==> config.mk <==
export PLATFORM = sky130hd
export DESIGN_NAME = pipe_ctrl
export DESIGN_NICKNAME = d
export VERILOG_FILES = /design/src/rtl/pipe_ctrl.sv
export SDC_FILE = /design/constraint.sdc
export NUM_CORES = 1
export LEC_CHECK = 0
export ABC_AREA = 1
export BUFFER_PORTS_ARGS = -buffer_cell sky130_fd_sc_hd__buf_2
export CAP_MARGIN = 40
export CORE_ASPECT_RATIO = 1.25
export CORE_MARGIN = 8
export CORE_UTILIZATION = 51
export CTS_BUF_LIST = sky130_fd_sc_hd__clkbuf_8
export DETAILED_ROUTE_END_ITERATION = 10
export GPL_ROUTABILITY_DRIVEN = 0
export GPL_TIMING_DRIVEN = 0
export PLACE_DENSITY = 0.86
export SETUP_SLACK_MARGIN = 0.02
export SYNTH_ARGS = -nofsm -noshare
export SYNTH_HDL_FRONTEND = slang
export SYNTH_SLANG_ARGS = --single-unit
==> constraint.sdc <==
create_clock -name clk -period 2.55 [get_ports clk]
set_input_delay 0.3825 -clock clk [delete_from_list [all_inputs] [get_ports clk]]
set_output_delay 0.3825 -clock clk [all_outputs]
set_load 0.005 [all_outputs]
==> src/rtl/pipe_ctrl.sv <==
// pipe_ctrl: hazard/stall/bubble/redirect controller with debug halt FSM for a 5-stage RV32 pipeline
//   in : clk, rst_n (sync, active-low), id_ld_use_i, ex_busy_i, mem_req_i, mem_ack_i,
//        br_taken_i, br_target_i[31:0], halt_req_i, resume_i
//   out: stall_o[4:0], bubble_o[4:0] (bit0 pc .. bit4 mem_wb), pc_load_o, pc_target_o[31:0],
//        halted_o, mem_timeout_o, stall_cnt_o[STALL_CNT_W-1:0]
module pipe_ctrl #(
    parameter int STALL_CNT_W = 16,
    parameter int MEM_TIMEOUT = 15
) (
    input  logic                   clk,
    input  logic                   rst_n,
    input  logic                   id_ld_use_i,
    input  logic                   ex_busy_i,
    input  logic                   mem_req_i,
    input  logic                   mem_ack_i,
    input  logic                   br_taken_i,
    input  logic [31:0]            br_target_i,
    input  logic                   halt_req_i,
    input  logic                   resume_i,
    output logic [4:0]             stall_o,
    output logic [4:0]             bubble_o,
    output logic                   pc_load_o,
    output logic [31:0]            pc_target_o,
    output logic                   halted_o,
    output logic                   mem_timeout_o,
    output logic [STALL_CNT_W-1:0] stall_cnt_o
);
    localparam int WW = $clog2(MEM_TIMEOUT + 1);
    typedef enum logic [1:0] {RUN, DRAIN, HALTED} state_t;
    state_t state, state_nx;
    logic [1:0] drain_cnt, drain_cnt_nx;
    logic [WW-1:0] wait_cnt;
    logic mem_wait, hold, hz_load;
    logic [4:0] hz_stall, hz_bubble;
    // a branch held under a mem/ex stall stays asserted in EX, so it only redirects once unstalled
    always_comb begin
        mem_wait  = mem_req_i & ~mem_ack_i;
        hold      = mem_wait | ex_busy_i;
        hz_load   = ~hold & br_taken_i;
        hz_stall  = mem_wait ? 5'b01111 : ex_busy_i ? 5'b00111 : br_taken_i ? 5'b00000 :
                    id_ld_use_i ? 5'b00011 : 5'b00000;
        hz_bubble = mem_wait ? 5'b10000 : ex_busy_i ? 5'b01000 : br_taken_i ? 5'b00110 :
                    id_ld_use_i ? 5'b00100 : 5'b00000;
    end
    always_comb begin
        stall_o      = '0;
        bubble_o     = '0;
        pc_load_o    = 1'b0;
        state_nx     = state;
        drain_cnt_nx = drain_cnt;
        if (rst_n) begin
            case (state)
                RUN: begin
                    stall_o   = hz_stall;
                    bubble_o  = hz_bubble;
                    pc_load_o = hz_load;
                    if (halt_req_i) begin
                        state_nx     = DRAIN;
                        drain_cnt_nx = 2'd0;
                    end
                end
                DRAIN: begin
                    // fetch is frozen and NOPs fed into if_id; load-use is moot since ID is being drained
                    stall_o   = 5'b00001 | (hold ? hz_stall : 5'b00000);
                    bubble_o  = 5'b00010 | (hold ? hz_bubble : hz_load ? 5'b00110 : 5'b00000);
                    pc_load_o = hz_load;
                    if (!hold) begin
                        if (br_taken_i) drain_cnt_nx = 2'd0;
                        else if (drain_cnt == 2'd3) state_nx = HALTED;
                        else drain_cnt_nx = drain_cnt + 2'd1;
                    end
                end
                HALTED: begin
                    stall_o = 5'b11111;
                    if (resume_i) state_nx = RUN;
                end
                default: state_nx = RUN;
            endcase
        end
        pc_target_o = pc_load_o ? br_target_i : 32'd0;
    end
    assign halted_o = rst_n && state == HALTED;
    always_ff @(posedge clk) begin
        if (!rst_n) begin
            state         <= RUN;
            drain_cnt     <= 2'd0;
            wait_cnt      <= '0;
            mem_timeout_o <= 1'b0;
            stall_cnt_o   <= '0;
        end else begin
            state     <= state_nx;
            drain_cnt <= drain_cnt_nx;
            if (state != HALTED) begin
                wait_cnt <= mem_wait ? (wait_cnt == WW'(MEM_TIMEOUT) ? wait_cnt : wait_cnt + 1'b1) : '0;
                // set on the edge where the wait count reaches the limit
                if (mem_wait && wait_cnt >= WW'(MEM_TIMEOUT - 1)) mem_timeout_o <= 1'b1;
            end
            if (state == RUN && stall_o[0] && stall_cnt_o != '1) stall_cnt_o <= stall_cnt_o + 1'b1;
        end
    end
endmodule

==> reports/metrics.cfg <==
[run_status]
status=finished, final reports clean

[synthesis]
synth_edf_count=0
yosys-top-cells-count=69 x nor2_1, 56 x inv_1, 52 x nand2_1
syn_nets=359
synth_area_leaders=dfxtp_1 25%, nor2_1 13%, inv_1 11%
ys_warn_count=0
syn_avg_cell_area_sq_um=6.36
synth_top_area_share=0.254
synth-seq-cells=25
yosysMostFrequentCell=nor2_1
synthCells=310
synth_top_area_cell=dfxtp_1
synth_flop_cell=dfxtp_1
synth-seq-area-share=0.254
netlist_area_sq_mm=0.00197
synth.distinct_cells=34
async_flop_share=0

[setup_path]
critPathMostFrequentCell=nor2_1
critPathTopFamily=buffers and inverters
cp_data_required_time_ns=2.17
cp-end-kind=primary output
max_stage_delay_ns=0.39
cp.arrival_ns=1.87
r2r_setup_slack_ns=0.87
rr_worst_depth=9
cp-endpoint=pc_target_o[7]
crit_path_start=state[0]
crit_chain=inv_1, ha_1, buf_6, nor2_1, nor2_1, nand2_1, buf_2, nor2_1, buf_2
critPathSlowestCell=dfxtp_1
worst_setup_path_start_kind=register
r2r_end=stall_cnt_o[7]
worstReg2RegStart=state[1]
path_class=register to primary output
cp_num_cells=9
critPathBufInv=4
crit_path_max_fanout=10

[detailed_routing]
drtIter0Drc=66
wl_per_cell_um=12.6
wirelength_um=5740
drc_errors=0
ant_nets=0
vias_per_cell=4.80
via_count=2179
dr.pass1.iters=4

[clock_tree]
cts_tree=built
ctsHtreeMaxLevel=1
post_cts_buffers=0
clockRootBuffer=clkbuf_8
cts_resized=0
clock_sinks=25
path_clk_slew_ns=0.08
cts_hold_buffers=0
clk_path_buf_depth=2
numCtsBuffers=3
clkLatencyLatePin_ns=0.27

[floorplanning]
fp.dieW_um=71.6
die-height_um=85.5
io_pins=102
fp.coreArea_sq_mm=0.00375
rows=25
start_util=0.526
floorplan.die_area_sq_mm=0.00613

[power]
p_seq_frac=0.332
p_int_w=0.000833
p_leak_nw=1.48
max-vdd-ir-drop_mv=0.450
clock_power_share=0.158
power_density_mw_per_mm2=575
p_comb_frac=0.510
netSwitchingFraction=0.436
netSwitchingPower_w=0.000644

[cells_and_area]
final_net_count=464
drive_gt1_frac=0.355
multi_input_area_sq_mm=0.00119
area_growth_pct=30.2
n_antenna_cell=0
final_cell_area_sq_mm=0.00257
regArea_sq_um=500
fillerInstances=328

[global_route]
grt_use_met3=0.0432
grt_pass1_wl_um=8960
grtUsageMet2=0.326
grt_start_max_net_pins=14
use_met1=0.188
track_usage=0.177
grt_pass1_vias=1929
busiest_layer=met2
antenna_found_initial=0
overflow=0

[sta]
relSlewSlack=0.648
fin_crit_ns=2.26
setup_viol=0
tightest_slew_ns=0.528
slew_violations=0
setup-tns-final_ns=0
grt_setup_unrepaired=no
fin_crit_sh=0.885
clock_skew_ns=0.00503
max_freq_ghz=0.443
hold_violations=0
whs_ns=0.439

[placed_design]
port_buffers=100
hpwlAfterDp_um=4700
placed_area_sq_mm=0.00252

[run]
maxCapViolCount=0

[worst_hold_path]
hp-class=primary input to register

==> worst register-to-register path, cell delays in order, from the launching register on <==
cell	delay [ns]
dfxtp_1	0.34
inv_1	0.12
ha_1	0.18
buf_6	0.16
nand3_4	0.10
nand3_4	0.12
nand3_4	0.14
nor2_4	0.25
nand2_1	0.09
a21oi_1	0.12
==> routing by layer <==
metal  vias to the layer above  share of wire
met4                         0          0.013
met3                         6          0.061
met5                         -              0
li1                       1150              -
met1                       957           0.41
met2                        66           0.52
==> placed cells by master (no fill, tap or decap), drive strengths merged, types with 2 or more instances in the layout <==
cell / netlist / routed
buf: 7 / 107
nor2: 83 / 83
inv: 61 / 62
nand2: 61 / 61
dfxtp: 25 / 25
a21oi: 17 / 17
o21ai: 12 / 12
ha: 8 / 8
nand3: 8 / 8
nand4: 7 / 7
nor3: 6 / 6
xor2: 5 / 5
clkbuf: 1 / 4
xnor2: 2 / 2
==> area by class of cell <==
| cell class | instances | area share |
|---|---|---|
| multi-input combinational | 216 | 0.465 |
| sequential | 25 | 0.195 |
| timing repair buffer | 100 | 0.195 |
| inverter | 61 | 0.0891 |
| buffer | 8 | 0.0195 |
| tap | 40 | 0.0195 |
| clock buffer | 3 | 0.0161 |
| clock inverter | 1 | 0.00146 |
==> power groups by stage <==
stage          combinational (W)  clock, W  sequential (W)
4_1_cts                 0.000752  0.000236        0.000488
2_1_floorplan           0.000521         0        0.000489
3_5_place_dp            0.000742         0        0.000496
3_3_place_gp            0.000723         0        0.000493
5_1_grt                 0.000844  0.000251        0.000493
6_report                0.000753  0.000234        0.000490
==> cell families after synthesis <==
kind of cell	after synthesis	synth area share
AND/OR/NAND/NOR	166	0.425
buffers and inverters	69	0.141
AO/OA/AOI/OAI	34	0.0958
flip-flops	25	0.254
adder cells (fa/ha/maj)	8	0.0507
XOR/XNOR	7	0.0311
other	1	0.00190
==> state kept, by name (all words and copies together), names as in the netlist <==
name           cells
wait_cnt           4
drain_cnt          2
stall_cnt_o       16
state              2
mem_timeout_o      1
==> metrics by stage <==
stage / utilization / setup slack [ns] / std cells / total power [W]
floorplan: - / 0.884 / 310 / 0.00101
global placement: 0.672 / 0.648 / 450 / 0.00122
detailed placement: 0.672 / 0.591 / 450 / 0.00124
CTS: 0.684 / 0.297 / 454 / 0.00148
global route: 0.684 / 0.178 / 454 / 0.00159
finish: 0.684 / 0.293 / 454 / 0.00148
==> worst min-delay path by stage <==
stage	from	end	slack [ns]	cells past startpoint
after floorplan	drain_cnt[1]	drain_cnt[1]	0.45	2
after global placement	mem_timeout_o	mem_timeout_o	0.46	2
after detailed placement	mem_timeout_o	mem_timeout_o	0.47	2
after CTS	rst_n	wait_cnt[2]	0.44	3
after global routing	rst_n	wait_cnt[3]	0.47	3
final	rst_n	wait_cnt[2]	0.44	3
(Power assumes the default switching activity.)
